==> config.mk <==
export PLATFORM = sky130hd
export DESIGN_NAME = bfloat_to_int_flat
export DESIGN_NICKNAME = d
export VERILOG_FILES = /design/src/rtl/bfloat_to_int_if.sv /design/src/rtl/bfloat_to_int.sv /design/src/flat_wrapper.sv
export SDC_FILE = /design/constraint.sdc
export NUM_CORES = 1
export LEC_CHECK = 0
export BUFFER_PORTS_ARGS = -buffer_cell sky130_fd_sc_hd__buf_2
export CAP_MARGIN = 20
export CORE_ASPECT_RATIO = 0.5
export CORE_MARGIN = 2
export CORE_UTILIZATION = 50
export DETAILED_ROUTE_END_ITERATION = 10
export PLACE_DENSITY_LB_ADDON = 0.05
export REMOVE_ABC_BUFFERS = 1
export SYNTH_ARGS = -nofsm -noshare
export SYNTH_HDL_FRONTEND = slang
export SYNTH_SLANG_ARGS = --single-unit
==> constraint.sdc <==
create_clock -name clk -period 3.5 [get_ports clk]
set_clock_uncertainty 0.2 [all_clocks]
set_input_delay 0.7 -clock clk [delete_from_list [all_inputs] [get_ports clk]]
set_output_delay 0.7 -clock clk [all_outputs]
set_load 0.005 [all_outputs]
==> src/rtl/bfloat_to_int_if.sv <==
// rtl/bfloat_to_int_if.sv - operand/result handshake bundle for bfloat_to_int
// Purpose: groups the operand-side and result-side valid/ready signals.
// Signals:
//   in_valid/in_ready/in_data   - bfloat16 operand {sign, exp[7:0], mant[6:0]}
//   out_valid/out_ready         - result handshake, result held until accepted
//   out_data                    - OUT_W-bit two's-complement result
//   out_flags                   - {nan, sat, inexact}
// Modports: slave = converter side, master = producer/consumer side.
interface bfloat_to_int_if #(
   parameter int OUT_W = 16
) ();
   logic             in_valid;
   logic             in_ready;
   logic [15:0]      in_data;
   logic             out_valid;
   logic             out_ready;
   logic [OUT_W-1:0] out_data;
   logic [2:0]       out_flags;

   modport slave (
      input  in_valid, in_data, out_ready,
      output in_ready, out_valid, out_data, out_flags
   );

   modport master (
      output in_valid, in_data, out_ready,
      input  in_ready, out_valid, out_data, out_flags
   );
endinterface

==> src/rtl/bfloat_to_int.sv <==
// rtl/bfloat_to_int.sv - sequential bfloat16 to saturated signed integer converter
// Purpose: converts a bfloat16 operand to an OUT_W-bit two's-complement integer
//   with round-to-nearest-even and saturation. Alignment shifts one bit per
//   cycle, so latency depends on the operand exponent.
// Ports:
//   clk   - clock, all state changes on the rising edge
//   rst_n - synchronous active-low reset
//   io    - bfloat_to_int_if.slave: operand handshake (in_valid/in_ready/in_data)
//           and result handshake (out_valid/out_ready/out_data/out_flags)
module bfloat_to_int #(
   parameter int OUT_W = 16
) (
   input  logic           clk,
   input  logic           rst_n,
   bfloat_to_int_if.slave io
);
   localparam logic [1:0] IDLE  = 2'd0;
   localparam logic [1:0] SHIFT = 2'd1;
   localparam logic [1:0] ROUND = 2'd2;
   localparam logic [1:0] DONE  = 2'd3;

   localparam int MW = OUT_W + 1;
   // Exponent code where E = OUT_W-1: first magnitude that no longer fits
   localparam logic [7:0] EXP_SAT = 8'(126 + OUT_W);
   // Exponent code where E = 7: the 8-bit significand is already integer-aligned
   localparam logic [7:0] EXP_ALN = 8'd134;
   // Exponent codes below this mean E < -1, i.e. magnitude below one half
   localparam logic [7:0] EXP_HALF = 8'd126;
   localparam logic [MW-1:0]    LIM_POS = MW'((1 << (OUT_W - 1)) - 1);
   localparam logic [MW-1:0]    LIM_NEG = MW'(1 << (OUT_W - 1));
   localparam logic [OUT_W-1:0] SAT_POS = {1'b0, {(OUT_W-1){1'b1}}};
   localparam logic [OUT_W-1:0] SAT_NEG = {1'b1, {(OUT_W-1){1'b0}}};

   logic [1:0]       r_state;
   logic             r_live;
   logic             r_sign;
   logic             r_left;
   logic             r_guard;
   logic             r_sticky;
   logic [MW-1:0]    r_mag;
   logic [7:0]       r_cnt;
   logic [OUT_W-1:0] r_out_data;
   logic [2:0]       r_out_flags;

   logic             w_sign;
   logic [7:0]       w_exp;
   logic [6:0]       w_mant;
   logic             w_in_ready;
   logic [7:0]       w_cnt;
   logic [MW-1:0]    w_mag_rnd;
   logic [MW-1:0]    w_limit;
   logic             w_inexact;

   assign w_sign = io.in_data[15];
   assign w_exp  = io.in_data[14:7];
   assign w_mant = io.in_data[6:0];

   // r_live keeps in_ready low during reset and for the release edge itself
   assign w_in_ready = (r_state == IDLE) && r_live;

   // Shift distance |E-7| taken straight from the biased exponent
   assign w_cnt = (w_exp < EXP_ALN) ? (EXP_ALN - w_exp) : (w_exp - EXP_ALN);

   // Round to nearest, ties to even on the aligned lsb
   assign w_mag_rnd = r_mag + MW'(r_guard & (r_sticky | r_mag[0]));
   assign w_limit   = r_sign ? LIM_NEG : LIM_POS;
   assign w_inexact = r_guard | r_sticky;

   always_ff @(posedge clk) begin
      if (!rst_n) begin
         r_state     <= IDLE;
         r_live      <= 1'b0;
         r_sign      <= 1'b0;
         r_left      <= 1'b0;
         r_guard     <= 1'b0;
         r_sticky    <= 1'b0;
         r_mag       <= '0;
         r_cnt       <= '0;
         r_out_data  <= '0;
         r_out_flags <= 3'b000;
      end else begin
         r_live <= 1'b1;
         case (r_state)
            IDLE: begin
               if (io.in_valid && w_in_ready) begin
                  r_sign   <= w_sign;
                  r_mag    <= {{(MW-8){1'b0}}, 1'b1, w_mant};
                  r_guard  <= 1'b0;
                  r_sticky <= 1'b0;
                  r_cnt    <= w_cnt;
                  r_left   <= (w_exp > EXP_ALN);
                  r_state  <= DONE;
                  if (w_exp == 8'd0) begin
                     r_out_data  <= '0;
                     r_out_flags <= 3'b000;
                  end else if (w_exp == 8'hFF && w_mant != 7'd0) begin
                     r_out_data  <= '0;
                     r_out_flags <= 3'b100;
                  end else if (w_exp >= EXP_SAT) begin
                     // -2^(OUT_W-1) itself is representable exactly
                     if (w_sign && w_exp == EXP_SAT && w_mant == 7'd0) begin
                        r_out_data  <= SAT_NEG;
                        r_out_flags <= 3'b000;
                     end else begin
                        r_out_data  <= w_sign ? SAT_NEG : SAT_POS;
                        r_out_flags <= 3'b010;
                     end
                  end else if (w_exp < EXP_HALF) begin
                     r_out_data  <= '0;
                     r_out_flags <= 3'b001;
                  end else begin
                     r_state <= SHIFT;
                  end
               end
            end
            SHIFT: begin
               // n==0 spends one cycle here without shifting
               if (r_cnt != 8'd0) begin
                  r_cnt <= r_cnt - 8'd1;
                  if (r_left) begin
                     r_mag <= {r_mag[MW-2:0], 1'b0};
                  end else begin
                     r_mag    <= {1'b0, r_mag[MW-1:1]};
                     r_guard  <= r_mag[0];
                     r_sticky <= r_sticky | r_guard;
                  end
               end
               if (r_cnt <= 8'd1) begin
                  r_state <= ROUND;
               end
            end
            ROUND: begin
               if (w_mag_rnd > w_limit) begin
                  r_out_data  <= r_sign ? SAT_NEG : SAT_POS;
                  r_out_flags <= {1'b0, 1'b1, w_inexact};
               end else begin
                  r_out_data  <= r_sign ? -w_mag_rnd[OUT_W-1:0] : w_mag_rnd[OUT_W-1:0];
                  r_out_flags <= {1'b0, 1'b0, w_inexact};
               end
               r_state <= DONE;
            end
            default: begin
               if (io.out_ready) begin
                  r_state <= IDLE;
               end
            end
         endcase
      end
   end

   assign io.in_ready  = w_in_ready;
   assign io.out_valid = (r_state == DONE);
   assign io.out_data  = r_out_data;
   assign io.out_flags = r_out_flags;
endmodule

==> src/flat_wrapper.sv <==
// flat-port wrapper written by rule: the top's interface ports become plain ports
module bfloat_to_int_flat 
#(
   parameter int OUT_W = 16
)
  (clk, rst_n, io_in_valid, io_in_data, io_out_ready, io_in_ready, io_out_valid, io_out_data, io_out_flags);
  bfloat_to_int_if #(.OUT_W(OUT_W)) io_i ();
  input  logic clk;
  input  logic rst_n;
  input wire logic [$bits(io_i.in_valid)-1:0] io_in_valid;
  input wire logic [$bits(io_i.in_data)-1:0] io_in_data;
  input wire logic [$bits(io_i.out_ready)-1:0] io_out_ready;
  output wire logic [$bits(io_i.in_ready)-1:0] io_in_ready;
  output wire logic [$bits(io_i.out_valid)-1:0] io_out_valid;
  output wire logic [$bits(io_i.out_data)-1:0] io_out_data;
  output wire logic [$bits(io_i.out_flags)-1:0] io_out_flags;
  assign io_i.in_valid = io_in_valid;
  assign io_i.in_data = io_in_data;
  assign io_i.out_ready = io_out_ready;
  assign io_in_ready = io_i.in_ready;
  assign io_out_valid = io_i.out_valid;
  assign io_out_data = io_i.out_data;
  assign io_out_flags = io_i.out_flags;
  bfloat_to_int #(.OUT_W(OUT_W)) u_core (.clk(clk), .rst_n(rst_n), .io(io_i));
endmodule
==> reports/metrics.yaml, run 1 <==
outcome: "completed"
syn_area_sq_um: 4330
synth-edff-count: 0
drt_wl_total_um: 10800
numClockSinks: 51
whs_ns: 0.292
period_minus_slack_ns: 3.30
maxCapViolCount: 0
place_ws_ns: 0.0323
p_seq_share_pct: 30.3
rows: 23
cts_htree_levels: 2
layout_setup_ws_ns: 0.198
reg2regPathDepth: 15
min_period_over_period_pct: 94.3
syn_avg_cell_area_sq_um: 7.75
startpoint: "u_core.r_mag[0]$_SDFFE_PN0P_"
yosys_warnings: 0
clock_power_share_pct: 18.6
synth-seq-cells: 51
drt.antenna.violating_nets: 0
ios: 41
slew_headroom_pct: 34.1
num_vias: 4191
synth_flop_cell: "dfxtp_1"
core_sq_um: 8200
cp-endpoint: "u_core.io.out_data[10]$_SDFFE_PN0P_"
gr-total-overflow: 0
port_buffers: 40
die_area_sq_um: 9470
hp-start: "u_core.r_mag[16]$_SDFFE_PN0P_"
detail_route.iter0.violations: 291
multi_input_area_sq_um: 3120
cts_root_buffer: "clkbuf_16"
drt-pass1-iter-count: 4
drive_gt1_share_pct: 22.5
clock_latency_ns: 0.29
grt_max_degree: 43
nets: 655
track_usage_pct: 23.3
fillers: 773
syn_to_final_growth_pct: 16.4
grt_pass1_wl_um: 18200
combPwrFrac_pct: 51.1
r2r_end: "u_core.io.out_data[10]$_SDFFE_PN0P_"
first_global_vias: 3792
seqCellArea_sq_um: 1020
synth.distinct_cells: 68
slew_violations: 0
p_int_mw: 1.54
power_density_nw_per_um2: 531
utilization_pct: 61.5
wl_per_cell_um: 15.1
clk_transition_reported_paths_ns: 0.07
rsz0062_at_grt: "false"
place_congestion: 0.811
antenna_cells: 0
die_y_um: 69.8
r2r_setup_slack_ns: 0.20
worstHoldPathType: "reg -> reg"
worst-setup-path-type: "reg -> reg"
vias_per_cell: 5.85
fmax_mhz: 303
async_reset_ff_share_pct: 0
synth_cells: 559
numCtsBuffers: 5
worst_pin_slew_ns: 0.988
yosysSeqAreaShare_pct: 23.6
antenna_found_initial: 0
critical_path_required_ns: 3.50
end_kind: "flop"
switching_share_pct: 42.3
hold_violations: 0
route.detailed.drc: 0
arrival_ns: 3.31
reg2reg_from: "u_core.r_mag[0]$_SDFFE_PN0P_"
clockBufferDepth: 2
worstPathMaxFanout: 7
start_util_pct: 52.8
power.switching_mw: 1.13
ir_drop_mv: 0.291
worstSetupStartpointType: "flop"
die_w_um: 136
setup_violations: 0
hpwlAfterDp_um: 7990
cts_tree: "done"
p_leak_nw: 2.18
-- per-layer routing --
metal / vias to the layer above / GRT usage [%] / routed length (um)
met2: 78 / 36.5 / 4650
li1: 2109 / - / -
met5: - / 0 / 0
met4: 0 / 4.28 / 108
met3: 11 / 3.95 / 420
met1: 1993 / 33.7 / 5610
-- repair_timing --
item	in CTS	in global routing
pin swaps	0	5
hold buffers	0	0
gates resized for setup	1	23
buffers inserted	0	1
setup endpoints to repair	1	17
gates cloned	0	0
-- layout by cell type (no fill, tap or decap), types with 5 or more instances in the layout --
master / count
a21boi_0: 18
a21o_1: 5
a21oi_1: 28
a31oi_1: 7
and2_1: 7
and3_1: 6
buf_2: 40
buf_4: 41
clkbuf_16: 5
dfxtp_1: 48
ha_1: 30
inv_1: 22
mux2_2: 9
mux2i_1: 15
nand2_1: 70
nand3_1: 29
nand4_1: 13
nor2_1: 28
nor2b_1: 5
nor3_1: 7
o211ai_1: 8
o21ai_0: 44
o221a_2: 6
or3_1: 6
xnor2_1: 14
xor2_1: 10
-- sequential cells by signal, indices dropped and copies added (netlist names) --
name	count
u_core.r_mag	17
u_core.io.out_data	16
u_core.r_cnt	8
u_core.io.out_flags	3
u_core.r_state	2
u_core.r_guard	1
u_core.r_left	1
u_core.r_live	1
u_core.r_sign	1
u_core.r_sticky	1
-- layout make-up --
type / instances / share of cell area [%]
tap: 112 / 2.78
multi-input combinational: 440 / 61.8
clock inverter: 1 / 0.0993
inverter: 23 / 1.71
timing repair buffer: 83 / 10.5
sequential: 51 / 20.3
clock buffer: 6 / 2.75
-- cells by family after synthesis --
logic type,count (synthesis),synth area share [%]
AND/OR/NAND/NOR,196,23.0
buffers and inverters,68,6.93
adder cells (fa/ha/maj),31,8.95
AO/OA/AOI/OAI,162,25.9
XOR/XNOR,27,5.89
flip-flops,51,23.6
multiplexers,24,5.80
-- cell usage after synthesis, types with 9 or more instances --
cell,n,area [sq um]
a21boi_0,18,135
a21oi_1,28,140
clkbuf_1,29,109
dfxtp_1,51,1020
ha_1,31,388
inv_1,22,82.6
mux2_2,9,101
mux2i_1,15,150
nand2_1,70,263
nand3_1,30,150
nand4_1,13,81.3
nor2_1,28,105
o21ai_0,45,225
xnor2_1,16,140
xor2_1,10,87.6
-- critical path: stages, from the launching register on --
cell and delay (ns):
dfxtp_1 0.33, buf_4 0.16, nand3_4 0.09, or3_1 0.31, and2_1 0.19, inv_1 0.10, ha_1 0.24, nand4_1 0.13
inv_1 0.10, a2111oi_4 0.35, o31ai_1 0.12, a21oi_2 0.19, buf_6 0.14, o21ai_0 0.10, a21bo_2 0.28, a311oi_1 0.18
-- power groups by stage --
stage / logic, mW / clock network, mW / registers [mW]
floorplan: 0.848 / 0 / 0.834
global placement: 1.33 / 0 / 0.812
detailed placement: 1.33 / 0 / 0.815
CTS: 1.34 / 0.505 / 0.804
global route: 1.52 / 0.530 / 0.831
finish: 1.37 / 0.498 / 0.810
-- worst min path at each step --
stage | to | slack, ns | depth (start not counted)
2_1_floorplan | u_core.r_mag[16]$_SDFFE_PN0P_ | 0.26 | 2
3_3_place_gp | u_core.r_mag[16]$_SDFFE_PN0P_ | 0.28 | 2
3_5_place_dp | u_core.r_mag[16]$_SDFFE_PN0P_ | 0.28 | 2
4_1_cts | u_core.r_mag[16]$_SDFFE_PN0P_ | 0.29 | 2
5_1_grt | u_core.io.out_data[13]$_SDFFE_PN0P_ | 0.32 | 2
6_report | u_core.r_mag[16]$_SDFFE_PN0P_ | 0.29 | 2
-- metrics by stage --
| stage | power [mW] | TNS [ns] | area [sq um] | cells |
|---|---|---|---|---|
| 2_1_floorplan | 1.68 | -6.69 | 4120 | 514 |
| 3_3_place_gp | 2.14 | 0 | 4770 | 708 |
| 3_5_place_dp | 2.15 | 0 | 4770 | 708 |
| 4_1_cts | 2.65 | 0 | 4920 | 715 |
| 5_1_grt | 2.88 | 0 | 5040 | 716 |
| 6_report | 2.68 | 0 | 5040 | 716 |
Note: power is estimated with default switching activity, not from simulation.
==> run 2, diff against run 1 <==
--- a/config.mk
+++ b/config.mk
@@ -5,6 +5,7 @@
 export SDC_FILE = /design/constraint.sdc
 export NUM_CORES = 1
 export LEC_CHECK = 0
+export ABC_AREA = 1
 export BUFFER_PORTS_ARGS = -buffer_cell sky130_fd_sc_hd__buf_2
 export CAP_MARGIN = 20
 export CORE_ASPECT_RATIO = 0.5
==> reports/metrics.yaml, run 2 <==
drt-pass1-iter-count: 5  # +1
rows: 23  # unchanged
syn_area_sq_um: 4190  # -3.3%
route.detailed.drc: 0  # unchanged
clock_latency_ns: 0.30  # about the same
seqCellArea_sq_um: 1020  # -0.37%
cts_htree_levels: 2  # unchanged
worstSetupStartpointType: "flop"
hold_violations: 0  # unchanged
worstHoldPathType: "reg -> reg"
drive_gt1_share_pct: 11.2  # -11 points
num_vias: 4386  # +4.7%
critical_path_required_ns: 3.53  # +0.03 ns
syn_to_final_growth_pct: 10.6
hpwlAfterDp_um: 8160  # +2.1%
largest_register_ffs: 17  # unchanged
grt_max_degree: 38  # -12%
antenna_cells: 0  # unchanged
gr-total-overflow: 0  # unchanged
layout_common_cells: "192 x nand2_1, 80 x inv_1, 54 x nor2_1, 52 x o21ai_0, 51 x dfxtp_1"
arrival_ns: 3.15  # -0.16 ns
place_congestion: 0.875  # +7.9%
synth.distinct_cells: 44  # -35%
power_density_nw_per_um2: 588  # +11%
whs_ns: 0.295  # +0.00228 ns
grt_pass1_wl_um: 18000  # -0.87%
clockBufferDepth: 2  # unchanged
min_period_over_period_pct: 89.3  # -5.1 points
synth_flop_cell: "dfxtp_1"
multi_input_area_sq_um: 2750  # -12%
slew_headroom_pct: 54.8  # +21 points
detail_route.iter0.violations: 335  # +15%
worstPathMaxFanout: 16  # +9
worst-setup-path-type: "reg -> reg"
stdcell_area_sq_um: 4640  # -8.1%
end_kind: "flop"
setup_tns_ns: 0  # unchanged
syn_avg_cell_area_sq_um: 6.25  # -19%
die_area_sq_um: 9180  # -3.1%
drt.antenna.violating_nets: 0  # unchanged
setup_violations: 0  # unchanged
antenna_found_initial: 0  # unchanged
yosys_warnings: 0  # unchanged
ios: 41  # unchanged
synth-seq-cells: 51  # unchanged
outcome: "completed"
die_y_um: 68.7  # -1.6%
utilization_pct: 57.5  # -3.9 points
placed_cell_area_sq_um: 4470  # -6.4%
slew_violations: 0  # unchanged
clk_transition_reported_paths_ns: 0.07  # about the same
die_w_um: 133  # -1.6%
p_leak_nw: 2.38  # +9.2%
period_minus_slack_ns: 3.12  # -0.178 ns
fmax_mhz: 320  # +5.7%
final_common_cell: "nand2_1"
core_sq_um: 8060  # -1.8%
synth-edff-count: 0  # unchanged
worst_pin_slew_ns: 0.675  # -0.312 ns
wl_per_cell_um: 13.3  # -11%
maxCapViolCount: 0  # unchanged
netlist.area_leader.share_pct: 24.4  # +0.79 points
vias_per_cell: 5.38  # -8.2%
dp.cells: 807  # +14%
synthTopCellsByCount: "194 x nand2_1, 80 x inv_1, 55 x nor2_1, 52 x o21ai_0, 51 x dfxtp_1"
total_power_mw: 2.73  # +2.0%
yosysTopAreaCell: "dfxtp_1"
regMostFlops: "u_core.r_mag"
async_reset_ff_share_pct: 0  # unchanged
numClockSinks: 51  # unchanged
port_buffers: 40  # unchanged
yosysSeqAreaShare_pct: 24.4  # +0.79 points
nets: 754  # +15%
yosysMostFrequentCell: "nand2_1"
synth_cells: 671  # +20%
fillers: 809  # +4.7%
layout_setup_ws_ns: 0.376  # +0.178 ns
drt_wl_total_um: 10900  # +1.0%
start_util_pct: 52.0  # -0.81 points
hold_buffers: 0  # unchanged
place_ws_ns: 0.306  # +0.274 ns
first_global_vias: 3843  # +1.3%
cts_tree: "done"
ir_drop_mv: 0.323  # +11%
fin_cells: 816  # +14%
track_usage_pct: 24.6  # +1.3 points
rsz0062_at_grt: "false"
synth_area_leaders: "dfxtp_1 24%, nand2_1 17%, ha_1 9.3%"
numCtsBuffers: 5  # unchanged
cts_root_buffer: "clkbuf_16"
==> run 2: path summary, 6_finish.rpt <==
| kind | from | depth (start not counted) | end | slack [ns] |
|---|---|---|---|---|
| max | u_core.r_mag[2]$_SDFFE_PN0P_ | 15 | u_core.io.out_data[13]$_SDFFE_PN0P_ | 0.38 |
| min | u_core.r_left$_SDFFE_PN0P_ | 2 | u_core.r_left$_SDFFE_PN0P_ | 0.29 |
| max reg2reg | u_core.r_mag[2]$_SDFFE_PN0P_ | 15 | u_core.io.out_data[13]$_SDFFE_PN0P_ | 0.38 |
| min reg2reg | u_core.r_left$_SDFFE_PN0P_ | 2 | u_core.r_left$_SDFFE_PN0P_ | 0.29 |
==> run 2: what timing repair did <==
action,CTS,global route
setup endpoints to repair,0,16
buffers inserted,0,1
resized for setup,0,3
==> run 2: kinds of logic (layout without fill, tap and decap cells) <==
kind of cell	after synthesis	after routing	synth area share, %
adder cells (fa/ha/maj)	31	31	9.25
AO/OA/AOI/OAI	136	136	18.4
AND/OR/NAND/NOR	331	331	34.2
flip-flops	51	51	24.4
XOR/XNOR	16	16	3.34
buffers and inverters	106	139	10.4
==> run 2: cell type report <==
cell class,count,share of cell area [%]
inverters,82,6.64
multi-input cells,514,59.3
repair buffers,49,5.78
clock inverters,1,0.189
well taps,112,3.02
flip-flops and latches,51,22.0
clock buffers,7,3.08
==> run 2: power by group <==
| group | total (mW) | leakage, nW | internal, mW | switching [mW] |
|---|---|---|---|---|
| Clock | 0.514 | 0.0741 | 0.287 | 0.227 |
| Sequential | 0.848 | 0.418 | 0.722 | 0.126 |
| Combinational | 1.37 | 1.89 | 0.489 | 0.877 |
| Total | 2.73 | 2.38 | 1.50 | 1.23 |
==> run 2: per-layer routing <==
metal	global-route usage [%]	part of all wire, %
met5	0	0
met3	3.95	5.4
met1	33.5	51
met2	41.2	42
met4	6.91	1.2
==> run 2: worst max-delay path, cell delays in order, from the launching register on <==
cell	delay, ns
dfxtp_1	0.49
nand2_1	0.11
nor2_2	0.36
nand3_1	0.12
nand2_1	0.18
inv_1	0.08
ha_1	0.27
nand2_1	0.08
nor4_1	0.35
nand4_1	0.14
buf_4	0.18
nand2_4	0.15
nand2_1	0.09
nand2_1	0.07
nand2_1	0.05
a21oi_1	0.12
==> run 3, diff against run 2 <==
==> constraint.sdc (replaced) <==
create_clock -name clk -period 2.7 [get_ports clk]
set_clock_uncertainty 0.2 [all_clocks]
set_input_delay 0.54 -clock clk [delete_from_list [all_inputs] [get_ports clk]]
set_output_delay 0.54 -clock clk [all_outputs]
set_load 0.005 [all_outputs]
==> reports/metrics.yaml, run 3 (synthesis results as in run 2) <==
route.detailed.drc: 0  # unchanged
vias_per_cell: 5.26  # -2.1%
syn_to_final_growth_pct: 36.0
place_ws_ns: -0.289  # -0.595 ns
reg2regPathDepth: 18  # +3
first_global_vias: 4241  # +10%
cts_tree: "done"
antenna_cells: 0  # unchanged
layout_common_cells: "170 x nand2_1, 105 x buf_4, 72 x inv_1, 51 x nor2_1, 50 x o21ai_0"
worstPathMaxFanout: 11  # -5
end_kind: "flop"
numClockSinks: 51  # unchanged
setup_violations: 17  # +17
nets: 853  # +13%
numCtsBuffers: 5  # unchanged
violations: "negative setup slack"
ios: 41  # unchanged
grt_max_degree: 32  # -16%
hpwlAfterDp_um: 8620  # +5.7%
r2r_setup_slack_ns: -0.24  # -0.62 ns
startpoint: "u_core.r_mag[1]$_SDFFE_PN0P_"
track_usage_pct: 27.2  # +2.6 points
worst-setup-path-type: "reg -> reg"
reg2reg_from: "u_core.r_mag[1]$_SDFFE_PN0P_"
cts_htree_levels: 2  # unchanged
layout_setup_ws_ns: -0.243  # -0.619 ns
wl_per_cell_um: 13.9  # +4.2%
slowest_delay_ns: 0.33  # -0.16 ns
worstSetupStartpointType: "flop"
clockBufferDepth: 2  # unchanged
drive_gt1_share_pct: 30.0  # +19 points
arrival_ns: 2.91  # -0.24 ns
rows: 23  # unchanged
drt.antenna.violating_nets: 0  # unchanged
ir_drop_mv: 0.428  # +33%
drt_wl_total_um: 12700  # +17%
outcome: "complete, but fails checks"
largest_register_ffs: 17  # unchanged
maxCapViolCount: 0  # unchanged
cp_top_family: "simple AND/OR/NAND/NOR gates"
start_util_pct: 52.0  # unchanged
hold_violations: 0  # unchanged
power_density_nw_per_um2: 712  # +21%
fmax_mhz: 340  # +6.2%
gr-total-overflow: 0  # unchanged
port_buffers: 40  # unchanged
final_common_cell: "nand2_1"
antenna_found_initial: 0  # unchanged
path_common_cell: "buf_4"
core_sq_um: 8060  # unchanged
slew_violations: 0  # unchanged
worstPathCellList: "buf_4, nand2_1, nor2_4, buf_12, nand3_1, nand2_1, inv_1, ha_1, inv_1, nor3_2, buf_4, buf_4, nand4_1, buf_4, nand3_4, nand2_2, nand2_2, a21oi_2"
path_buf_inv: 7  # +5
r2r_end: "u_core.io.out_data[13]$_SDFFE_PN0P_"
worst_pin_slew_ns: 0.713  # +0.0380 ns
die_y_um: 68.7  # unchanged
cts_root_buffer: "clkbuf_16"
clock_latency_ns: 0.31  # about the same
critPathSlowestCell: "dfxtp_2"
die_w_um: 133  # unchanged
slew_headroom_pct: 52.4  # -2.4 points
min_period_over_period_pct: 109  # +20 points
cp-endpoint: "u_core.io.out_data[13]$_SDFFE_PN0P_"
total_power_mw: 4.06  # +49%
worstHoldPathType: "reg -> reg"
fillers: 674  # -17%
rsz0062_at_grt: "true"
period_minus_slack_ns: 2.94  # -0.181 ns
p_leak_nw: 2.88  # +21%
critical_path_required_ns: 2.66  # -0.87 ns
die_area_sq_um: 9180  # unchanged
regMostFlops: "u_core.r_mag"
num_vias: 4816  # +9.8%
clk_transition_reported_paths_ns: 0.07  # about the same
drt-pass1-iter-count: 6  # +1
detail_route.iter0.violations: 420  # +25%
cp.depth: 18  # +3
grt_pass1_wl_um: 19700  # +9.2%
place_congestion: 0.902  # +3.1%
## run 3: cell count changes in the layout (fill, tap and decap cells not counted), sizes merged
cell,change
inv,+1
clkbuf,-2
nand3,+1
clkinv,+1
nand2,+1
buf,+97
## run 3: metal layers
metal | part of all wire, % | routed length [um] | vias to the layer above | global-route usage (%)
met2 | 47 | 5980 | 124 | 48.8
met5 | 0 | 0 | - | 0
li1 | - | - | 2463 | -
met4 | 1.3 | 167 | 0 | 8.11
met3 | 4.9 | 627 | 21 | 4.09
met1 | 47 | 5950 | 2208 | 34.8
## run 3: per-stage QoR
stage	utilization, %	std cells	TNS [ns]	cell area, sq um	hold WS (ns)
6_report	70.7	915	-3.29	5700	0.281
4_1_cts	69.1	909	-0.968	5570	0.283
2_1_floorplan	-	647	-20.46	4060	0.259
5_1_grt	70.7	915	-6.17	5700	0.312
3_3_place_gp	62.3	879	-2.87	5020	0.269
3_5_place_dp	62.3	879	-4.17	5020	0.270
## run 3: timing repair
item,4_1_cts,5_1_grt
endpoints found under the setup margin,17,17
pin swaps,39,18
setup buffers,20,6
hold buffers,0,0
gates cloned,2,0
gates resized for setup,53,25
endpoints found under the hold margin,0,0
## run 3: worst register-to-register path, stage by stage, from the launching register on
cell and delay [ns]:
dfxtp_2 0.33, buf_4 0.12, nand2_1 0.08, nor2_4 0.13, buf_12 0.13, nand3_1 0.08, nand2_1 0.12, inv_1 0.08
ha_1 0.30, inv_1 0.08, nor3_2 0.24, buf_4 0.15, buf_4 0.09, nand4_1 0.08, buf_4 0.22, nand3_4 0.18
nand2_2 0.08, nand2_2 0.07, a21oi_2 0.06
## run 3: worst min path at each step
stage | start | depth (start not counted) | slack, ns | end
after floorplan | u_core.r_left$_SDFFE_PN0P_ | 2 | 0.26 | u_core.r_left$_SDFFE_PN0P_
after global placement | u_core.r_left$_SDFFE_PN0P_ | 2 | 0.27 | u_core.r_left$_SDFFE_PN0P_
after detailed placement | u_core.r_left$_SDFFE_PN0P_ | 2 | 0.27 | u_core.r_left$_SDFFE_PN0P_
after CTS | u_core.r_left$_SDFFE_PN0P_ | 2 | 0.28 | u_core.r_left$_SDFFE_PN0P_
after global routing | u_core.r_left$_SDFFE_PN0P_ | 2 | 0.31 | u_core.r_left$_SDFFE_PN0P_
final | u_core.r_left$_SDFFE_PN0P_ | 2 | 0.28 | u_core.r_left$_SDFFE_PN0P_
## run 3: cell type report
cell class | instances | area (sq um) | area share (%)
sequential | 51 | 1030 | 18.1
timing repair buffer | 146 | 1010 | 17.7
clock inverter | 3 | 28.8 | 0.505
tap | 112 | 140 | 2.46
inverter | 82 | 308 | 5.40
multi-input combinational | 516 | 3060 | 53.7
clock buffer | 5 | 125 | 2.19
## run 3: report_power, final
| part | leakage, nW | internal, mW | switching [mW] |
|---|---|---|---|
| Combinational | 2.38 | 0.961 | 1.34 |
| Clock | 0.0759 | 0.355 | 0.329 |
| Sequential | 0.421 | 0.942 | 0.132 |
